<file path="src/rtl/vga_timing_gen.sv">
// VGA raster timing generator: divides CLK to a pixel enable and walks the
// horizontal/vertical counters, emitting registered sync, blank and strobes.
module vga_timing_gen #(
  parameter int   CLK_DIV  = 4,
  parameter int   H_ACTIVE = 640,
  parameter int   H_FP     = 16,
  parameter int   H_SYNC   = 96,
  parameter int   H_BP     = 48,
  parameter int   V_ACTIVE = 480,
  parameter int   V_FP     = 10,
  parameter int   V_SYNC   = 2,
  parameter int   V_BP     = 33,
  parameter logic HS_POL   = 1'b0,
  parameter logic VS_POL   = 1'b0,
  parameter int   CW       = 10,
  parameter int   FCW      = 8
) (
  input  logic           CLK,
  input  logic           RST_N,
  input  logic           EN,
  output logic           pix_ce,
  output logic           HS,
  output logic           VS,
  output logic           blank,
  output logic [CW-1:0]  x,
  output logic [CW-1:0]  y,
  output logic           line_start,
  output logic           frame_start,
  output logic [FCW-1:0] frame_count
);

  localparam int H_TOTAL = H_ACTIVE + H_FP + H_SYNC + H_BP;
  localparam int V_TOTAL = V_ACTIVE + V_FP + V_SYNC + V_BP;
  localparam int HS_BEG  = H_ACTIVE + H_FP;
  localparam int HS_END  = HS_BEG + H_SYNC;
  localparam int VS_BEG  = V_ACTIVE + V_FP;
  localparam int VS_END  = VS_BEG + V_SYNC;
  localparam int DW      = (CLK_DIV > 1) ? $clog2(CLK_DIV) : 1;

  localparam logic [DW-1:0] DC_LAST = DW'(CLK_DIV - 1);
  localparam logic [CW-1:0] HC_LAST = CW'(H_TOTAL - 1);
  localparam logic [CW-1:0] VC_LAST = CW'(V_TOTAL - 1);

  logic [DW-1:0]  dc_q, dc_d;
  logic [CW-1:0]  hc_q, hc_d;
  logic [CW-1:0]  vc_q, vc_d;
  logic [FCW-1:0] fc_q, fc_d;
  logic           pix_ce_q, pix_ce_d;
  logic           hs_q, hs_d;
  logic           vs_q, vs_d;
  logic           blank_q, blank_d;
  logic           ls_q, ls_d;
  logic           fs_q, fs_d;
  logic           tick, h_wrap, v_wrap;

  always_comb begin
    tick   = EN && (dc_q == DC_LAST);
    h_wrap = (hc_q == HC_LAST);
    v_wrap = (vc_q == VC_LAST);

    dc_d = dc_q;
    hc_d = hc_q;
    vc_d = vc_q;
    fc_d = fc_q;

    if (EN) dc_d = tick ? '0 : dc_q + DW'(1);

    if (tick) begin
      if (h_wrap) begin
        hc_d = '0;
        if (v_wrap) begin
          vc_d = '0;
          fc_d = fc_q + FCW'(1);
        end else begin
          vc_d = vc_q + CW'(1);
        end
      end else begin
        hc_d = hc_q + CW'(1);
      end
    end

    // Decodes look at the next-state counters so they land with x/y.
    pix_ce_d = tick;
    ls_d     = tick && h_wrap;
    fs_d     = ls_d && v_wrap;
    blank_d  = (hc_d >= CW'(H_ACTIVE)) || (vc_d >= CW'(V_ACTIVE));
    hs_d     = ((hc_d >= CW'(HS_BEG)) && (hc_d < CW'(HS_END))) ? HS_POL : ~HS_POL;
    vs_d     = ((vc_d >= CW'(VS_BEG)) && (vc_d < CW'(VS_END))) ? VS_POL : ~VS_POL;
  end

  always_ff @(posedge CLK or negedge RST_N) begin
    if (!RST_N) begin
      dc_q     <= '0;
      hc_q     <= '0;
      vc_q     <= '0;
      fc_q     <= '0;
      pix_ce_q <= 1'b0;
      hs_q     <= ~HS_POL;
      vs_q     <= ~VS_POL;
      blank_q  <= 1'b0;
      ls_q     <= 1'b0;
      fs_q     <= 1'b0;
    end else begin
      dc_q     <= dc_d;
      hc_q     <= hc_d;
      vc_q     <= vc_d;
      fc_q     <= fc_d;
      pix_ce_q <= pix_ce_d;
      hs_q     <= hs_d;
      vs_q     <= vs_d;
      blank_q  <= blank_d;
      ls_q     <= ls_d;
      fs_q     <= fs_d;
    end
  end

  assign pix_ce      = pix_ce_q;
  assign HS          = hs_q;
  assign VS          = vs_q;
  assign blank       = blank_q;
  assign x           = hc_q;
  assign y           = vc_q;
  assign line_start  = ls_q;
  assign frame_start = fs_q;
  assign frame_count = fc_q;

endmodule

</file>
<file path="config.mk">
export PLATFORM = sky130hd
export DESIGN_NAME = vga_timing_gen
export DESIGN_NICKNAME = d
export VERILOG_FILES = /design/src/rtl/vga_timing_gen.sv
export SDC_FILE = /design/constraint.sdc
export NUM_CORES = 1
export LEC_CHECK = 0
export CAP_MARGIN = 25
export CORE_MARGIN = 10
export CORE_UTILIZATION = 50
export CTS_BUF_LIST = sky130_fd_sc_hd__clkbuf_16
export CTS_CLUSTER_SIZE = 14
export DETAILED_ROUTE_END_ITERATION = 8
export PLACE_DENSITY = 0.86
export SYNTH_ARGS = -nofsm -noshare
export SYNTH_HDL_FRONTEND = slang
export SYNTH_SLANG_ARGS = --single-unit
</file>
<file path="constraint.sdc">
create_clock -name CLK -period 6.3 [get_ports CLK]
set_input_delay 1.26 -clock CLK [delete_from_list [all_inputs] [get_ports CLK]]
set_output_delay 1.26 -clock CLK [all_outputs]
set_load 0.01 [all_outputs]
</file>
# == Word-level counts from Yosys, hierarchy flattened ==
# Cells that the tools add are included.
# word_totals
regBits,36
elab_cells,38
out_inout_bits,34
input_bits,3
# op_classes
addsub,4
order_cmp,6
reduce_logical,7
muxes,8
eq_ne,3
# ops
cell,n
$mux W10,5
$add A10 B1 Y10 const B,2
$eq A10 B10 Y1 const B,2
$ge A10 B10 Y1 const B,2
$ge A10 B9 Y1 const B,2
$lt A10 B10 Y1 const B,1
$lt A10 B9 Y1 const B,1
$add A8 B1 Y8 const B,1
$logic_and A1 B1 Y1,5
$reduce_and A3 Y1,1
$add A2 B1 Y2 const B,1
$eq A2 B2 Y1 const B,1
$mux W1,2
$mux W2,1
$logic_or A1 B1 Y1,1

# == Depth between registers and ports, before layout ==
# Gate-level depths: netlist (run 1).
# logic_depth
word_depth,7
depth_mapped,9
mapped_depth_nobuf,7

# == Worst setup path after synthesis (run 1) ==
# Ideal clock, no wire load.
# synth_path
kind,input to register
from,input EN
to,register hs_q (netlist: HS)
arrival_time_ns,2.547
n_path_buf,2
setup_ns,0.094
required_ns,6.206
stages,7
slack_ns,3.659
path_cell_list,nand2_2 -> buf_6 -> or3_1 -> buf_2 -> nor3_2 -> a31oi_1 -> or4_1
# synth_via
elab_chain_len,5
elab_cells_between_ends,6
classes_between,order compare: 2; mux: 2; reduce/logical: 2
# synth_rtl
element,line,rtl
from (decl),20,"input logic EN,"
$logic_and A1 B1 Y1 *,57,tick = EN && (dc_q == DC_LAST);
$mux W10 *,68,if (tick) begin
$ge A10 B10 Y1 / $lt A10 B10 Y1 (equally long branches),87,hs_d = ((hc_d >= CW'(HS_BEG)) && (hc_d < CW'(HS_END))) ? HS_POL : ~HS_POL;
$logic_and A1 B1 Y1 *,87,
$mux W1 *,87,
named net hs_d,49,"logic hs_q, hs_d;"
to (signal assigned),98,hs_q <= ~HS_POL;
to (signal assigned),109,hs_q <= hs_d;
to (decl),49,
# The timed path passes the listed nets; every way through them passes the cells marked *.
# A chain may end at the register's enable or synchronous reset.

# == Worst setup path in the final report (run 1) ==
# layout_path
from,input EN
to,register hs_q (netlist: HS)
# layout_via
elab_chain_len,5
elab_cells_between_ends,6
classes_between,order compare: 2; mux: 2; reduce/logical: 2
# layout_rtl
element,line,rtl
$logic_and A1 B1 Y1 *,57,
named net pix_ce_d,48,"logic pix_ce_q, pix_ce_d;"
$mux W10 *,68,
named net hc_d[5],45,"logic [CW-1:0] hc_q, hc_d;"
$ge A10 B10 Y1 / $lt A10 B10 Y1 (equally long branches),87,
$logic_and A1 B1 Y1 *,87,
$mux W1 *,87,
named net hs_d,49,
# Marked as above.

==> impl_metrics.env, run 1 <==
export IMPL_hold_class="flop to flop"
export IMPL_yosysWarnings=0
export IMPL_critical_path_class="primary input to flop"
export IMPL_final_util=0.6555
export IMPL_rows=22
export IMPL_cp_end_kind="flop"
export IMPL_htreeDepth=2
export IMPL_placed_cells=266
export IMPL_clk_pin_slew_worst_paths_ns=0.05
export IMPL_syn2layout_area_growth_pct=27.61
export IMPL_vias=1560
export IMPL_finalPower_mw=0.5976
export IMPL_status="complete, no violations"
export IMPL_start_kind="primary input"
export IMPL_ys_types=42
export IMPL_placed_area_sq_um=2266
export IMPL_timing_final_crit_share=0.5140
export IMPL_pre_cts_slack_ns=2.809
export IMPL_die_area_sq_um=6614
export IMPL_cts_sinks=36
export IMPL_layout_drive_gt1_share=0.08444
export IMPL_cts_setup_buffers=0
export IMPL_required_ns=6.49
export IMPL_totalWireLength_mm=4.192
export IMPL_via_per_inst=5.714
export IMPL_rsz0062_at_grt="no"
export IMPL_cts_resized=0
export IMPL_initial_core_util=0.5137
export IMPL_antenna_found_initial=0
export IMPL_synth_edf_count=0
export IMPL_syn_nets=196
export IMPL_fin_tns_setup_ns=0
export IMPL_grt_max_degree=37
export IMPL_drtIter0Drc=136
export IMPL_fin_skew_ns=0.004801
export IMPL_worst_slew_pin_slew_ns=0.6258
export IMPL_hold_path_depth=1
export IMPL_first_pass_iters=4
export IMPL_io_pins=37
export IMPL_portBuffers=36
export IMPL_max_freq_ghz=0.3088
export IMPL_fill_cells=302
export IMPL_finalHoldViolCount=0
export IMPL_ys_ff_latch=36
export IMPL_maxSlewHeadroom=0.5789
export IMPL_final_common_cell="clkdlybuf4s50_1"
export IMPL_power_per_cell_area_nw_per_um2=249.0
export IMPL_worstPathMaxFanout=14
export IMPL_fp_dieW_um=81.33
export IMPL_drv_cap=0
export IMPL_cts_tree="done"
export IMPL_overflow=0
export IMPL_n_antenna_cell=0
export IMPL_ant_nets=0
export IMPL_die_h_um=81.33
export IMPL_drcViolationCount=0
export IMPL_dp_hpwl_mm=3.037
export IMPL_slew_violations=0
export IMPL_syn_inst=188
export IMPL_mostFrequentLayoutCells="clkdlybuf4s50_1 (36), dfrtp_1 (34), nand2_1 (18), xnor2_1 (14), nand4_1 (12)"
export IMPL_clock_latency_ns=0.28
export IMPL_synth_main_ff_cell="dfrtp_1"
export IMPL_avgSynthCellArea_sq_um=10.00
export IMPL_ir_worst_vdd_mv=0.1588
export IMPL_holdWs_ns=0.4954
export IMPL_yosysSeqAreaShare=0.4804
export IMPL_arrival_ns=3.43
export IMPL_hold_buffers=0
export IMPL_layout_setup_ws_ns=3.062
export IMPL_p_leak_nw=1.024
export IMPL_r2r_cells=7
export IMPL_wl_per_cell_um=15.36
export IMPL_synthArstFlopShare=1.000
export IMPL_grt_pass1_wl_mm=6.768
export IMPL_setup_viol=0
export IMPL_grt_pass1_vias=1430
export IMPL_grt_use_total=0.1325
export IMPL_gp_congestion=0.8372
export IMPL_syn_cell_area_sq_um=1881
export IMPL_cts_buffers=5
export IMPL_clk_path_buf_depth=2
export IMPL_instances_no_fill=273
export IMPL_clockRootBuffer="clkbuf_16"
export IMPL_period_needed_ns=3.238
export IMPL_fin_area_sq_um=2400
export IMPL_final_net_count=233
export IMPL_core_sq_um=3661
[cell type report]
type,count,area (sq um),share of cell area
tap,48,60.06,0.02503
timing repair buffer,37,367.9,0.1533
clock inverter,2,8.758,0.003650
inverter,5,18.77,0.007821
multi-input combinational,140,915.9,0.3816
clock buffer,5,125.1,0.05214
sequential,36,903.4,0.3764
[worst paths after layout]
path                                     start              to  slack (ns)
worst max-delay path                        EN              HS        3.06
worst min-delay path            frame_count[7]  frame_count[7]        0.50
worst max register to register         dc_q[0]              HS        4.03
worst min register to register  frame_count[7]  frame_count[7]        0.50
max in group asynchronous                RST_N              VS        4.56
min in group asynchronous                RST_N            x[2]        1.40
[Yosys cell counts (2+ instances only)]
| cell type | count | share of area |
|---|---|---|
| xor2_1 | 5 | 0.023 |
| xnor2_1 | 14 | 0.065 |
| o21ai_0 | 9 | 0.024 |
| buf_2 | 4 | 0.011 |
| nor4_1 | 2 | 0.0067 |
| a31oi_1 | 2 | 0.0067 |
| or3_1 | 4 | 0.013 |
| nor3_2 | 2 | 0.011 |
| ha_1 | 5 | 0.033 |
| dfrtp_1 | 34 | 0.45 |
| nand2_1 | 18 | 0.036 |
| and2_1 | 3 | 0.010 |
| and3_1 | 4 | 0.013 |
| nand3_1 | 8 | 0.021 |
| nor3_1 | 6 | 0.016 |
| o31ai_1 | 2 | 0.0080 |
| mux2_2 | 4 | 0.024 |
| or4_1 | 4 | 0.016 |
| and4_1 | 2 | 0.0093 |
| o21bai_1 | 2 | 0.0080 |
| nor2b_1 | 2 | 0.0067 |
| a21oi_1 | 5 | 0.013 |
| dfstp_2 | 2 | 0.028 |
| nand4_1 | 12 | 0.040 |
| inv_1 | 5 | 0.010 |
| o211ai_1 | 2 | 0.0080 |
| nor2_1 | 11 | 0.022 |
[where the power goes]
part	switching (mW)	internal [mW]	leakage [nW]	total [mW]
logic	0.0450	0.0482	0.493	0.0932
clock network	0.0845	0.142	0.0709	0.226
registers	0.0255	0.253	0.461	0.278
total	0.155	0.443	1.02	0.598
[state kept, by name, indices dropped and copies added, names as in the netlist]
| signal | count |
|---|---|
| dc_q | 2 |
| blank | 1 |
| line_start | 1 |
| HS | 1 |
| x | 10 |
| frame_start | 1 |
| y | 10 |
| VS | 1 |
| pix_ce | 1 |
| frame_count | 8 |
[routing by layer]
layer	up-vias	global-route usage	part of all wire
li1	752	-	-
met4	0	0.07785	0.022
met3	8	0.04415	0.084
met2	42	0.2077	0.46
met1	758	0.1546	0.43
met5	-	0	0
[logic make-up after synthesis]
family	Yosys count	share of synthesized area
adders and majority gates	5	0.03327
muxes	5	0.02927
DFF	36	0.4804
and+or+nand+nor	83	0.2428
xor gates and xnor gates	19	0.08849
buffers and inverters	12	0.03260
AOI/OAI and AO/OA	28	0.09314
[worst max-delay path, cell delays in order]
cell	delay (ns)
clkdlybuf4s50_1	0.57
nand2_2	0.18
inv_1	0.19
and4_1	0.53
a21oi_1	0.13
and3_1	0.19
or4_1	0.39
No activity file was read; power rests on OpenSTA's default activity.
==> run 2, diff against run 1 <==
==> constraint.sdc (replaced) <==
create_clock -name CLK -period 3.31 [get_ports CLK]
set_input_delay 0.662 -clock CLK [delete_from_list [all_inputs] [get_ports CLK]]
set_output_delay 0.662 -clock CLK [all_outputs]
set_load 0.01 [all_outputs]
==> run 2 against run 1 <==
Effect of this change:
- power rose by 90%
- sequential cell count unchanged
- first-iteration DRC count down 5.1%
- core utilization is 0.27 points higher
- design area is 0.42% higher
- clock skew about the same
- final cell count up 0.73%
- hold slack got worse by 0.011 ns
- critical path type unchanged
- largest power group unchanged
- highest routed layer unchanged
==> impl_metrics.env, run 2 (synthesis gave the netlist of run 1 again) <==
export IMPL_cpPeakStageDelay_ns=0.57
export IMPL_cp_end_kind="flop"
export IMPL_portBuffers=36
export IMPL_fin_tns_setup_ns=0
export IMPL_cts_sinks=36
export IMPL_p_leak_nw=1.033
export IMPL_drt_met1_wl_mm=1.731
export IMPL_wl_per_cell_um=15.15
export IMPL_path_cells="clkdlybuf4s50_1 > nand2_2 > inv_1 > nand4_1 > nor3_1 > nor2b_1 > a221o_1"
export IMPL_grt_max_degree=37
export IMPL_grt_use_total=0.1341
export IMPL_drtIter0Drc=129
export IMPL_slew_violations=0
export IMPL_core_sq_um=3661
export IMPL_fin_skew_ns=0.004506
export IMPL_rows=22
export IMPL_ir_worst_vdd_mv=0.3404
export IMPL_clock_latency_ns=0.28
export IMPL_fp_dieW_um=81.33
export IMPL_cts_resized=0
export IMPL_timing_final_crit_share=0.7628
export IMPL_cts_setup_buffers=0
export IMPL_die_area_sq_um=6614
export IMPL_power_switching_mw=0.2907
export IMPL_n_antenna_cell=0
export IMPL_htreeDepth=2
export IMPL_fill_cells=289
export IMPL_cts_buffers=5
export IMPL_arrival_ns=2.68
export IMPL_critical_path_class="primary input to flop"
export IMPL_dr_wl_met3_um=351
export IMPL_period_needed_ns=2.525
export IMPL_worstPathMaxFanout=12
export IMPL_comb_power_share=0.152
export IMPL_placed_cells=267
export IMPL_overflow=0
export IMPL_hold_class="flop to flop"
export IMPL_max_freq_ghz=0.3961
export IMPL_antenna_found_initial=0
export IMPL_die_h_um=81.33
export IMPL_gp_congestion=0.8582
export IMPL_layout_setup_ws_ns=0.7851
export IMPL_cpMaxStageDelayCell="clkdlybuf4s50_1"
export IMPL_pre_cts_slack_ns=0.5136
export IMPL_pwr_share_seq=0.465
export IMPL_grt_pass1_vias=1457
export IMPL_start_kind="primary input"
export IMPL_via_per_inst=5.633
export IMPL_final_common_cell="clkdlybuf4s50_1"
export IMPL_first_pass_iters=4
export IMPL_clk_path_buf_depth=2
export IMPL_vias=1549
export IMPL_ant_nets=0
export IMPL_totalWireLength_mm=4.167
export IMPL_clk_pin_slew_worst_paths_ns=0.05
export IMPL_drv_cap=0
export IMPL_layout_drive_gt1_share=0.08370
export IMPL_pwr_share_clk=0.384
export IMPL_top_layer="met4"
export IMPL_required_ns=3.47
export IMPL_finalHoldViolCount=0
export IMPL_clockRootBuffer="clkbuf_16"
export IMPL_switching_share=0.2566
export IMPL_power_per_cell_area_nw_per_um2=470.2
export IMPL_hold_buffers=0
export IMPL_mostFrequentLayoutCells="clkdlybuf4s50_1 (36), dfrtp_1 (34), nand2_1 (18), xnor2_1 (14), nand4_1 (12)"
export IMPL_drcViolationCount=0
export IMPL_status="complete, no violations"
export IMPL_grt_pass1_wl_mm=6.975
export IMPL_dp_hpwl_mm=3.021
export IMPL_met2_length_mm=1.999
export IMPL_maxSlewHeadroom=0.5295
export IMPL_rsz0062_at_grt="no"
export IMPL_worst_slew_pin_slew_ns=0.6993
export IMPL_syn2layout_area_growth_pct=28.14
export IMPL_final_net_count=234
export IMPL_initial_core_util=0.5137
export IMPL_cts_tree="done"
export IMPL_intPower_mw=0.8423
export IMPL_instances_no_fill=275
export IMPL_setup_viol=0
export IMPL_io_pins=37
-- run 2: final timing paths --
path,from,to,slack (ns),cells past startpoint
min in group asynchronous,RST_N,dc_q[0],0.80,2
worst max register to register,y[0],frame_count[7],1.04,7
worst min register to register,frame_count[7],frame_count[7],0.48,1
max in group asynchronous,RST_N,VS,2.16,2
worst min-delay path,frame_count[7],frame_count[7],0.48,1
worst max-delay path,EN,blank,0.79,7
-- run 2: cell type report --
type / instances / area (sq um) / area share
multi-input cells: 140 / 915.9 / 0.3801
flip-flops and latches: 36 / 903.4 / 0.3749
clock buffers: 5 / 125.1 / 0.05192
inverters: 5 / 18.77 / 0.007788
clock inverters: 3 / 11.26 / 0.004673
repair buffers: 38 / 375.4 / 0.1558
well taps: 48 / 60.06 / 0.02492
-- run 2: power groups by stage --
stage	sequential (mW)	clock (mW)	combinational [mW]
after floorplan	0.537	0	0.0836
after global placement	0.533	0	0.171
after detailed placement	0.533	0	0.177
after CTS	0.526	0.441	0.176
after global routing	0.533	0.457	0.193
final	0.527	0.435	0.172
-- run 2: metal layers --
metal / GRT usage / vias up
li1: - / 762
met1: 0.1540 / 742
met2: 0.2196 / 40
met3: 0.04305 / 5
met4: 0.06747 / 0
met5: 0 / -
-- run 2: metrics by stage --
stage                     instance area, sq um  hold slack, ns  utilization  total power, mW
after floorplan                           1881          0.3664            -           0.6203
after global placement                    2273          0.4604       0.6210           0.7042
after detailed placement                  2273          0.4669       0.6210           0.7101
after CTS                                 2410          0.4924       0.6582            1.144
after global routing                      2410          0.5141       0.6582            1.184
final                                     2410          0.4842       0.6582            1.133
-- run 2: worst max-delay path, delay by kind of cell --
family	cells	cell delay, ns
buffers and inverters	2	0.75
and+or+nand+nor	4	0.95
AOI/OAI and AO/OA	1	0.32
==> run 3, diff against run 2 <==
--- a/config.mk
+++ b/config.mk
@@ -7,11 +7,11 @@
 export LEC_CHECK = 0
 export CAP_MARGIN = 25
 export CORE_MARGIN = 10
-export CORE_UTILIZATION = 50
+export CORE_UTILIZATION = 46
 export CTS_BUF_LIST = sky130_fd_sc_hd__clkbuf_16
 export CTS_CLUSTER_SIZE = 14
 export DETAILED_ROUTE_END_ITERATION = 8
-export PLACE_DENSITY = 0.86
+export PLACE_DENSITY = 0.83
 export SYNTH_ARGS = -nofsm -noshare
 export SYNTH_HDL_FRONTEND = slang
 export SYNTH_SLANG_ARGS = --single-unit
==> constraint.sdc (replaced) <==
create_clock -name CLK -period 2.1 [get_ports CLK]
set_input_delay 0.42 -clock CLK [delete_from_list [all_inputs] [get_ports CLK]]
set_output_delay 0.42 -clock CLK [all_outputs]
set_load 0.01 [all_outputs]
==> run 3 against run 2 <==
Effect of this change:
- clock-buffer cell count is the same
- combinational power rose by 78%
- clock power increased by 95%
- largest cell class unchanged
==> impl_metrics.env, run 3 (synthesis gave the netlist of run 1 again) <==
export IMPL_status="complete, no violations"
export IMPL_core_sq_um=3971
export IMPL_antenna_found_initial=0
export IMPL_portBuffers=36
export IMPL_gp_congestion=0.8641
export IMPL_met2_length_mm=2.173
export IMPL_cts_buffers=5
export IMPL_rrSetupSlack_ns=0.1
export IMPL_ir_worst_vdd_mv=0.5904
export IMPL_mostFrequentLayoutCells="clkdlybuf4s50_1 (36), dfrtp_1 (32), buf_4 (23), nand2_1 (18), xnor2_1 (14)"
export IMPL_final_common_cell="clkdlybuf4s50_1"
export IMPL_hold_path_depth=1
export IMPL_slew_violations=0
export IMPL_pwr_share_seq=0.418
export IMPL_r2r_end="blank"
export IMPL_hp_start="frame_count[7]"
export IMPL_pwr_share_clk=0.427
export IMPL_rows=23
export IMPL_path_cells="inv_1 > ha_1 > nand4_1 > or4_4 > a21oi_1 > o21bai_1 > a221o_1"
export IMPL_hold_end="frame_count[7]"
export IMPL_vias=1647
export IMPL_top_layer="met4"
export IMPL_finalPower_mw=1.986
export IMPL_worst_slew_pin_slew_ns=0.4580
export IMPL_finalHoldViolCount=0
export IMPL_clock_latency_ns=0.28
export IMPL_cpMaxStageDelayCell="or4_4"
export IMPL_fin_skew_ns=0.004960
export IMPL_cts_tree="done"
export IMPL_clk_path_buf_depth=2
export IMPL_arrival_ns=2.17
export IMPL_die_h_um=83.94
export IMPL_r2r_cells=7
export IMPL_via_per_inst=5.527
export IMPL_start_kind="flop"
export IMPL_fin_tns_setup_ns=0
export IMPL_setup_viol=0
export IMPL_io_pins=37
export IMPL_n_antenna_cell=0
export IMPL_grt_max_degree=37
export IMPL_startpoint="y[1]"
export IMPL_die_area_sq_um=7046
export IMPL_placed_cells=290
export IMPL_final_util=0.6629
export IMPL_layout_setup_ws_ns=0.09903
export IMPL_totalWireLength_mm=4.598
export IMPL_pre_cts_slack_ns=-0.2471
export IMPL_clockRootBuffer="clkbuf_16"
export IMPL_final_net_count=255
export IMPL_power_switching_mw=0.5028
export IMPL_initial_core_util=0.4735
export IMPL_drcViolationCount=0
export IMPL_layout_drive_gt1_share=0.2137
export IMPL_syn2layout_area_growth_pct=39.99
export IMPL_maxSlewHeadroom=0.6947
export IMPL_intPower_mw=1.483
export IMPL_timing_final_crit_share=0.9528
export IMPL_max_freq_ghz=0.4998
export IMPL_power_per_cell_area_nw_per_um2=754.2
export IMPL_dp_hpwl_mm=3.185
export IMPL_cp_top_family="simple AND/OR/NAND/NOR gates"
export IMPL_drv_cap=0
export IMPL_reg2reg_from="y[1]"
export IMPL_hold_class="flop to flop"
export IMPL_cts_sinks=36
export IMPL_switching_share=0.2532
export IMPL_cts_setup_buffers=0
export IMPL_p_leak_nw=1.143
export IMPL_critical_path_class="flop to flop"
export IMPL_ant_nets=0
export IMPL_overflow=0
export IMPL_worstPathMaxFanout=6
export IMPL_first_pass_iters=4
export IMPL_comb_power_share=0.155
export IMPL_wl_per_cell_um=15.43
export IMPL_grt_pass1_vias=1729
export IMPL_critPathBufInv=1
export IMPL_cp_end_kind="flop"
export IMPL_cpPeakStageDelay_ns=0.56
export IMPL_htreeDepth=2
export IMPL_period_needed_ns=2.001
export IMPL_required_ns=2.27
export IMPL_fp_dieW_um=83.94
export IMPL_clk_pin_slew_worst_paths_ns=0.06
export IMPL_grt_use_total=0.1327
export IMPL_dr_wl_met3_um=335
export IMPL_grt_pass1_wl_mm=7.845
export IMPL_drtIter0Drc=118
export IMPL_drt_met1_wl_mm=1.993
export IMPL_instances_no_fill=298
run 3: cell count changes in the layout (fill, tap and decap cells not counted), sizes merged:
cell / previous run / this run
clkinvlp: 0 / 1
bufinv: 0 / 1
inv: 7 / 5
buf: 2 / 23
run 3: worst max path at each step:
| stage | end | slack, ns | cells past startpoint |
|---|---|---|---|
| after floorplan | frame_count[1] | 0.05 | 6 |
| after global placement | HS | -0.20 | 6 |
| after detailed placement | HS | -0.25 | 6 |
| after CTS | frame_count[1] | 0.04 | 6 |
| after global routing | HS | -0.03 | 7 |
| final | blank | 0.1 | 7 |
run 3: repair_timing:
action,CTS,global route
pin swaps,0,1
hold buffers,0,0
resized for setup,1,9
setup endpoints to repair,1,10
run 3: cell type report:
cell class / instances / area (sq um)
clock buffers: 5 / 125.1
clock inverters: 3 / 42.54
fillers: 313 / 1339
inverters: 5 / 18.77
multi-input cells: 140 / 944.7
flip-flops and latches: 36 / 905.9
well taps: 50 / 62.56
repair buffers: 59 / 533.0
run 3: routing by layer:
layer,vias up,GRT usage
li1,798,-
met3,9,0.04102
met4,0,0.07763
met2,46,0.2118
met5,-,0
met1,794,0.1520
run 3: stage by stage:
stage | instance area [sq um] | hold WS [ns]
after floorplan | 1881 | 0.1244
after global placement | 2434 | 0.4603
after detailed placement | 2434 | 0.4697
after CTS | 2608 | 0.4896
after global routing | 2633 | 0.5167
final | 2633 | 0.4822
run 3: power groups by stage:
stage	clock, mW	combinational [mW]	sequential, mW
after CTS	0.862	0.312	0.827
final	0.848	0.307	0.830
after floorplan	0	0.132	0.846
after global placement	0	0.295	0.835
after global routing	0.888	0.340	0.842
after detailed placement	0	0.309	0.840
